[src/rtl/alu_arbiter_pkg.sv]
// Shared opcodes, FSM encoding and constant result patterns for the
// two-requester ALU arbiter.
package alu_arbiter_pkg;

  typedef enum logic [2:0] {
    OP_ADD      = 3'd0,
    OP_APB      = 3'd1,
    OP_NOR_NAND = 3'd2,
    OP_ANY      = 3'd3,
    OP_POP      = 3'd4,
    OP_SWAPINV  = 3'd5,
    OP_XOR_XNOR = 3'd6,
    OP_ZERO     = 3'd7
  } alu_op_e;

  typedef enum logic [1:0] {
    IDLE = 2'd0,
    EXEC = 2'd1,
    DONE = 2'd2
  } state_e;

  localparam logic [7:0] PAT_ANY = 8'hC0;
  localparam logic [7:0] PAT_POP = 8'h3F;

  function automatic logic [1:0] onehot2(input logic idx);
    return idx ? 2'b10 : 2'b01;
  endfunction

endpackage

[src/rtl/alu_arbiter_if.sv]
// Requester-side bus of the ALU arbiter: requests, operands, grant/done/result.
interface alu_arbiter_if #(
  parameter int OPW = 3,
  parameter int DW  = 4
);
  logic [1:0]      req;
  logic [DW-1:0]   a0, b0, a1, b1;
  logic [OPW-1:0]  op0, op1;
  logic [1:0]      gnt;
  logic [1:0]      done;
  logic [2*DW-1:0] result;
  logic            busy;

  modport master (
    output req, a0, b0, a1, b1, op0, op1,
    input  gnt, done, result, busy
  );

  modport slave (
    input  req, a0, b0, a1, b1, op0, op1,
    output gnt, done, result, busy
  );
endinterface

[src/rtl/alu_core.sv]
// Combinational ALU: two DW-bit operands and an opcode -> 2*DW-bit result.
module alu_core
  import alu_arbiter_pkg::*;
#(
  parameter int OPW = 3,
  parameter int DW  = 4
) (
  input  logic [DW-1:0]   a,
  input  logic [DW-1:0]   b,
  input  logic [OPW-1:0]  op,
  output logic [2*DW-1:0] y
);
  logic [DW:0]   c;
  logic [DW-1:0] s;
  alu_op_e       opc;

  assign opc  = alu_op_e'(3'(op));
  assign c[0] = 1'b0;

  // Explicit ripple chain so the carry out lands in bit DW of the sum.
  for (genvar i = 0; i < DW; i++) begin : g_rca
    assign s[i]   = a[i] ^ b[i] ^ c[i];
    assign c[i+1] = (a[i] & b[i]) | (c[i] & (a[i] ^ b[i]));
  end

  always_comb begin
    y = '0;
    case (opc)
      OP_ADD, OP_APB: y = (2*DW)'({c[DW], s});
      OP_NOR_NAND:    y = {~(a | b), ~(a & b)};
      OP_ANY:         y = ((|a) || (|b)) ? (2*DW)'(PAT_ANY) : '0;
      OP_POP:         y = ($countones(a) == 2 && $countones(b) == 3) ? (2*DW)'(PAT_POP) : '0;
      OP_SWAPINV:     y = {b, ~a};
      OP_XOR_XNOR:    y = {a ^ b, a ~^ b};
      default:        y = '0;
    endcase
  end
endmodule

[src/rtl/alu_arbiter.sv]
// Round-robin arbiter for two requesters sharing one ALU; IDLE/EXEC/DONE
// sequence gives one operation every three cycles.
module alu_arbiter
  import alu_arbiter_pkg::*;
#(
  parameter int OPW = 3,
  parameter int DW  = 4
) (
  input  logic          clk,
  input  logic          rst_n,
  alu_arbiter_if.slave  bus
);
  state_e          state, nxt;
  logic            pick, win, last;
  logic [DW-1:0]   la, lb;
  logic [OPW-1:0]  lop;
  logic [2*DW-1:0] alu_y;

  // On a tie the requester not served last wins; a lone request wins outright.
  assign pick     = (bus.req == 2'b11) ? ~last : bus.req[1];
  assign bus.busy = (state != IDLE);

  always_comb begin
    nxt = state;
    case (state)
      IDLE:    if (|bus.req) nxt = EXEC;
      EXEC:    nxt = DONE;
      DONE:    nxt = IDLE;
      default: nxt = IDLE;
    endcase
  end

  always_ff @(posedge clk or negedge rst_n) begin
    if (!rst_n) state <= IDLE;
    else        state <= nxt;
  end

  always_ff @(posedge clk or negedge rst_n) begin
    if (!rst_n) begin
      win        <= 1'b0;
      last       <= 1'b1;
      la         <= '0;
      lb         <= '0;
      lop        <= '0;
      bus.gnt    <= '0;
      bus.done   <= '0;
      bus.result <= '0;
    end else begin
      case (state)
        IDLE: if (|bus.req) begin
          win     <= pick;
          la      <= pick ? bus.a1  : bus.a0;
          lb      <= pick ? bus.b1  : bus.b0;
          lop     <= pick ? bus.op1 : bus.op0;
          bus.gnt <= onehot2(pick);
        end
        EXEC: begin
          bus.result <= alu_y;
          bus.done   <= onehot2(win);
        end
        DONE: begin
          bus.done <= '0;
          bus.gnt  <= '0;
          last     <= win;
        end
        default: begin
          bus.done <= '0;
          bus.gnt  <= '0;
        end
      endcase
    end
  end

  alu_core #(.OPW(OPW), .DW(DW)) u_alu (
    .a  (la),
    .b  (lb),
    .op (lop),
    .y  (alu_y)
  );
endmodule

[src/flat_wrapper.sv]
// flat-port wrapper written by rule: the top's interface ports become plain ports
module alu_arbiter_flat import alu_arbiter_pkg::*;
#(
  parameter int OPW = 3,
  parameter int DW  = 4
)
  (clk, rst_n, bus_req, bus_a0, bus_b0, bus_a1, bus_b1, bus_op0, bus_op1, bus_gnt, bus_done, bus_result, bus_busy);
  alu_arbiter_if #(.OPW(OPW), .DW(DW)) bus_i ();
  input  logic clk;
  input  logic rst_n;
  input wire logic [$bits(bus_i.req)-1:0] bus_req;
  input wire logic [$bits(bus_i.a0)-1:0] bus_a0;
  input wire logic [$bits(bus_i.b0)-1:0] bus_b0;
  input wire logic [$bits(bus_i.a1)-1:0] bus_a1;
  input wire logic [$bits(bus_i.b1)-1:0] bus_b1;
  input wire logic [$bits(bus_i.op0)-1:0] bus_op0;
  input wire logic [$bits(bus_i.op1)-1:0] bus_op1;
  output wire logic [$bits(bus_i.gnt)-1:0] bus_gnt;
  output wire logic [$bits(bus_i.done)-1:0] bus_done;
  output wire logic [$bits(bus_i.result)-1:0] bus_result;
  output wire logic [$bits(bus_i.busy)-1:0] bus_busy;
  assign bus_i.req = bus_req;
  assign bus_i.a0 = bus_a0;
  assign bus_i.b0 = bus_b0;
  assign bus_i.a1 = bus_a1;
  assign bus_i.b1 = bus_b1;
  assign bus_i.op0 = bus_op0;
  assign bus_i.op1 = bus_op1;
  assign bus_gnt = bus_i.gnt;
  assign bus_done = bus_i.done;
  assign bus_result = bus_i.result;
  assign bus_busy = bus_i.busy;
  alu_arbiter #(.OPW(OPW), .DW(DW)) u_core (.clk(clk), .rst_n(rst_n), .bus(bus_i));
endmodule
[config.mk]
export PLATFORM = sky130hd
export DESIGN_NAME = alu_arbiter_flat
export DESIGN_NICKNAME = d
export VERILOG_FILES = /design/src/rtl/alu_arbiter_pkg.sv /design/src/rtl/alu_arbiter_if.sv /design/src/rtl/alu_core.sv /design/src/rtl/alu_arbiter.sv /design/src/flat_wrapper.sv
export SDC_FILE = /design/constraint.sdc
export NUM_CORES = 1
export LEC_CHECK = 0
export CAP_MARGIN = 5
export CORE_MARGIN = 1.5
export CORE_UTILIZATION = 51
export CTS_CLUSTER_DIAMETER = 60
export DETAILED_ROUTE_END_ITERATION = 7
export HOLD_SLACK_MARGIN = 0.15
export PLACE_DENSITY = 0.8
export SLEW_MARGIN = 20
export SYNTH_ARGS = -nofsm -noshare
export SYNTH_HDL_FRONTEND = slang
export SYNTH_SLANG_ARGS = --single-unit
[constraint.sdc]
create_clock -name clk -period 2.65 [get_ports clk]
set_input_delay 0.53 -clock clk [delete_from_list [all_inputs] [get_ports clk]]
set_output_delay 0.53 -clock clk [all_outputs]
set_load 0.01 [all_outputs]
After elaboration in Yosys (flattened, before gate mapping). Index checks and enable logic that the tools add are counted.

Register bits after elaboration: 27. Input port bits: 26. Logic and storage cells: 78.

$add $sub $neg: 6. Equality and inequality tests: 12. Multiplexer cells: 14. Bitwise logic cells: 26. Reduce and logical (&&, ||, !) cells: 11.

Operator list (count): 8-bit case mux with 6 select lines (1); 3-bit by 2-bit == test with 1-bit output (second input constant) (4); 4-bit NOT (3); 2-bit case mux with 2 select lines (3); 3-bit == test (second input constant) (3); 1-bit by 1-bit adder with 2-bit output (4); 2-bit 2-to-1 mux (4); 4-bit 2-to-1 mux (2); 8-bit 2-to-1 mux (1); 4-bit OR reduction (2); 1-bit bitwise AND (7); 1-bit bitwise XOR (7); 2-bit by 2-bit adder with 3-bit output (2); 6-bit 2-to-1 mux (1); 4-bit bitwise AND (1); 2-bit == test (second input constant) (2); 4-bit OR (1); 2-bit AND reduction (2); 2-bit OR reduction (2); 4-bit bitwise XNOR (1); 4-bit bitwise XOR (1); 3-bit by 1-bit == test with 1-bit output (second input constant) (1); 3-bit logical NOT (1); 3-bit 2-to-1 mux (1); other kinds (9) (12).

Longest topological paths before layout.
Depth in word-level cells: 8. Depth in mapped cells: 9.

Hierarchy. A second synthesis with hierarchy kept.

Cells, all modules: 163. Area, all modules: 1821.7 um^2.

By module, submodules not included: alu_arbiter (instances 1, cells an instance 83, area each 1198.6 um^2, seq. area each 676.9 um^2); alu_core (instances 1, cells an instance 80, area each 623.1 um^2, seq. area each 0.0 um^2).

Worst setup path after synthesis. No wires, ideal clock.

Kind: register -> register. Start: register u_core.lb[0]. End: register u_core.bus.result[3]. Arrival time: 2.084 ns. Data required time: 2.521 ns. Setup slack: 0.437 ns. Cell stages (with the launch flop): 10. Period minus slack after synthesis: 2.213 ns. Cell sequence: dfrtp_1 -> ha_1 -> inv_1 -> fa_1 -> fa_1 -> inv_1 -> fa_1 -> o2bb2ai_1 -> o211ai_1 -> nand3_1.

Word-level cells in the longest chain between the ends: 7. Elaborated cells between the ends (all ways): 12.

RTL lines: from (decl) (RTL line alu_arbiter.sv:15) `logic [DW-1:0] la, lb;`; from (signal assigned) (RTL line alu_arbiter.sv:53) `lb <= pick ? bus.b1 : bus.b0;`; parallel branches: the longest is 6 deep, another holds 2-bit by 2-bit adder with 3-bit output; 8-bit case mux with 6 select lines * (RTL line alu_core.sv:28) `case (opc)`; to (signal assigned) (RTL line alu_arbiter.sv:58) `bus.result <= alu_y;`; to (decl) (RTL line alu_arbiter_if.sv:21) `output gnt, done, result, busy`.

Every way passes the cells marked *. A chain may end at the register's enable or synchronous reset.

Final worst setup path. Same ends and word-level chain as after synthesis.

==> out/results.txt <==
The setup TNS is 0 ps. Met1 wire length: 1780 um. The number of antenna diodes in the final layout is 0. The starting density of the core is 0.537, and the wire length on met2 is 1980 um.

The tools report the number of max-slew violations in the final report as 0. The register area is 677 um2, and the sequential power share is 0.319. Synthesis inferred 27 register bits. For the pin with the worst max-slew slack, the measured transition is 644 ps.

For the final count of negative-setup-slack endpoints, the log shows 0. Clock-pin slew was measured on the worst setup and hold paths at 150 ps. The total number of yosys warnings was 0; the setup slack after placement was 267 ps. VDD sags by at most 0.000574 V. The tools report the count of final hold-check violations as 0. The run gives 28 as the maximum number of pins on one net before global-route repair. After clock tree synthesis, the flow added hold-fix buffers numbering 0. The cell-internal power is 1.49 mW, and the number of antenna violations at the first check in global routing is 0. In this run the cell area of the synthesized design comes to 0.00182 mm2. The tools report the startpoint type of the worst setup path as a flop.

The via count of the first global-routing pass came out at 1507. The analysis attributes to net switching a power of 1.22 mW. In this run the worst hold path is classified as reg2reg. The final antenna-violating net count is 0. Excluding fillers, the count of instances in the completed layout stands at 257. The run gives 0.226 as the overall routing resource usage. The total overflow left after global routing is 0. The floorplan step set the die height to 62.7 um. The overall die area is 0.00394 mm2.

CTS placed an instance of clkbuf_4 at the clock tree root. The tools report the relative slew slack as 0.571. The final route contains 1445 vias. The fraction of the cycle the final worst path needs was 0.911; the static leakage was 1.07 nW. The logs give 0.952 for the routability congestion estimate and 0 for the post-detailed-route DRC marker count. Signal routing reaches up to met4. The switching power share of the total came out at 0.450. After detailed routing, the number of vias per cell comes to 5.62.

The number of fill cells was 264; the final routed wire length divided by cell count was 15.7 um. The clock passes through at most 2 buffers. The run gives 0.616 as the combinational fraction of design power. The net count of the finished layout is 257, and the detailed-routed wire length on met3 is 218 um. Detailed placement ended at an HPWL of 3250 um. The primary flip-flop cell chosen by synthesis mapping was dfrtp_1.

The reported max-cap violation count was 0. The run gives 0.664 as the fraction of the core area covered by cells at the end of the flow. Buffers added to address setup during post-CTS repair amount to 0. The logs give 174 for the post-synthesis cell count and 0 for the number of cells upsized or downsized after cts. The number of placement rows was 21. Between clock sinks in the finished design, the worst skew comes to 11.9 ps. Leaving out fill and tap cells, the most frequent cells in the layout are 38 x clkdlybuf4s50_1, 26 x dfrtp_1, 19 x inv_1, 15 x a22o_1, 14 x ha_1. A synthesized cell averages 10.5 um2.

Summed over all layers, the routed wires come to 4040 um. The kind of end point of the critical path was a flop. The horizontal extent of the die was 62.7 um. The deepest level of the CTS H-tree is 1. For the first-pass detailed-route iteration total, the log shows 4. The total clock buffers created by CTS came out at 3.

Counting every net in the synthesized netlist gives 219. Leaving out fill and tap cells, the most frequent cell in the layout is clkdlybuf4s50_1. The clock period minus final worst setup slack works out to 2410 ps.

For the highest clock rate, the log shows 414 MHz. The run finished with clean final reports. Relative to the synthesized area, the layout overhead comes to 23.7%. The total power density per cell area came out at 1200 mW/mm2.

TritonCTS built the clock tree. Setup repair after global routing left no endpoint under its margin. Fraction of power consumed by the clock network: 0.065. The first global-routing pass estimated 7110 um of wire. The run gives 27 as the sink count of the clock tree. Share of final-layout standard cells stronger than drive strength 1: 0.114.

In the post-route analysis, the smallest setup slack over all paths is 235 ps. The share of the yosys chip area belonging to registers is 0.372. The count of buffers added on input and output ports is 38. After the first detailed-routing iteration, the DRC count stood at 52.

The data required time at the worst endpoint came out at 2860 ps. At the later pin of the worst-skew pair, clock insertion delay measures 330 ps. The worst-path maximum fanout is 4, and the number of cells after detailed placement is 253. The core outline area is 0.00339 mm2. By startpoint and endpoint, the worst setup path is classified as reg2reg.

The share of async-settable or async-resettable flops after synthesis works out to 1.00. The multi-input logic area is 986 um2. The synthesized design contains 0 enable-type register cells. The design draws 2.70 mW. For the top-level I/O count, the log shows 39. The logs give 47 for the number of distinct library cell variants in the gate-level netlist after synthesis and 2630 ps for the signal arrival time at the worst endpoint.
==> synthesized netlist by cell type (all sizes together), types with 2 or more instances <==
master,instances,area share
dfrtp,26,0.36
inv,23,0.047
a22o,15,0.072
ha,14,0.096
a21o,11,0.045
buf,9,0.035
nand2,8,0.016
nor2,6,0.016
fa,5,0.055
nand2b,5,0.021
o211ai,5,0.023
o21ai,5,0.016
a22oi,3,0.012
a31oi,3,0.014
nor2b,3,0.012
a21oi,2,0.0055
a221oi,2,0.0096
clkinv,2,0.0041
mux2i,2,0.011
nand3,2,0.0055
nand3b,2,0.0082
nor3,2,0.0055
o2111ai,2,0.0096
o221ai,2,0.0096
o22ai,2,0.0069
==> path summary, 6_finish.rpt <==
| path | start | endpoint | depth (start not counted) | slack (ps) |
|---|---|---|---|---|
| hold / removal | u_core.bus.result[4] | u_core.bus.result[4] | 2 | 510 |
| setup / recovery | u_core.lb[0] | u_core.bus.result[3] | 9 | 240 |
| hold reg to reg | u_core.bus.result[4] | u_core.bus.result[4] | 2 | 510 |
| setup reg to reg | u_core.lb[0] | u_core.bus.result[3] | 9 | 240 |
| min in group asynchronous | rst_n | u_core.lb[2] | 2 | 550 |
| max in group asynchronous | rst_n | u_core.last | 2 | 1810 |
==> cell type report <==
class | count | share of cell area
tap | 46 | 0.0256
clock inverter | 1 | 0.00222
sequential | 27 | 0.301
clock buffer | 3 | 0.0100
timing repair buffer | 42 | 0.182
inverter | 25 | 0.0417
multi-input combinational | 113 | 0.438
==> power groups by stage <==
stage                     combinational (mW)  sequential (mW)  clock, mW
final                                   1.66            0.861      0.176
after global routing                    1.88            0.899      0.193
after CTS                               1.67            0.862      0.182
after detailed placement                1.66            0.869          0
after global placement                  1.59            0.857          0
after floorplan                         1.24            0.781          0
==> metrics by stage <==
stage / hold slack (ps) / area [um2]
floorplan: 234 / 1820
global placement: 475 / 2220
detailed placement: 484 / 2220
CTS: 515 / 2250
global route: 553 / 2250
finish: 508 / 2250
==> critical path, stage by stage (launching register included) <==
cell,delay (ps)
dfrtp_1,420
ha_1,160
inv_1,60
fa_1,390
fa_1,380
inv_1,80
fa_1,400
o2bb2ai_1,140
o211ai_1,170
nand3_1,100
==> flip-flops by register name, indices dropped and copies added (netlist names) <==
| register | cells |
|---|---|
| u_core.bus.result | 8 |
| u_core.la | 4 |
| u_core.lb | 4 |
| u_core.lop | 3 |
| u_core.bus.done | 2 |
| u_core.bus.gnt | 2 |
| u_core.state | 2 |
| u_core.last | 1 |
| u_core.win | 1 |
==> kinds of logic after synthesis <==
| logic type | count (synthesis) | share of synthesized area |
|---|---|---|
| multiplexers | 2 | 0.0110 |
| adder cells (fa/ha/maj) | 19 | 0.151 |
| flip-flops | 27 | 0.372 |
| AND/OR/NAND/NOR | 34 | 0.118 |
| AO/OA/AOI/OAI | 58 | 0.261 |
| buffers and inverters | 34 | 0.0866 |
==> per-layer routing <==
layer,track usage,vias to the layer above
met3,0.0468,4
li1,-,699
met5,0,-
met1,0.301,693
met4,0.0306,0
met2,0.391,49
Power figures use the tool's default switching activity.
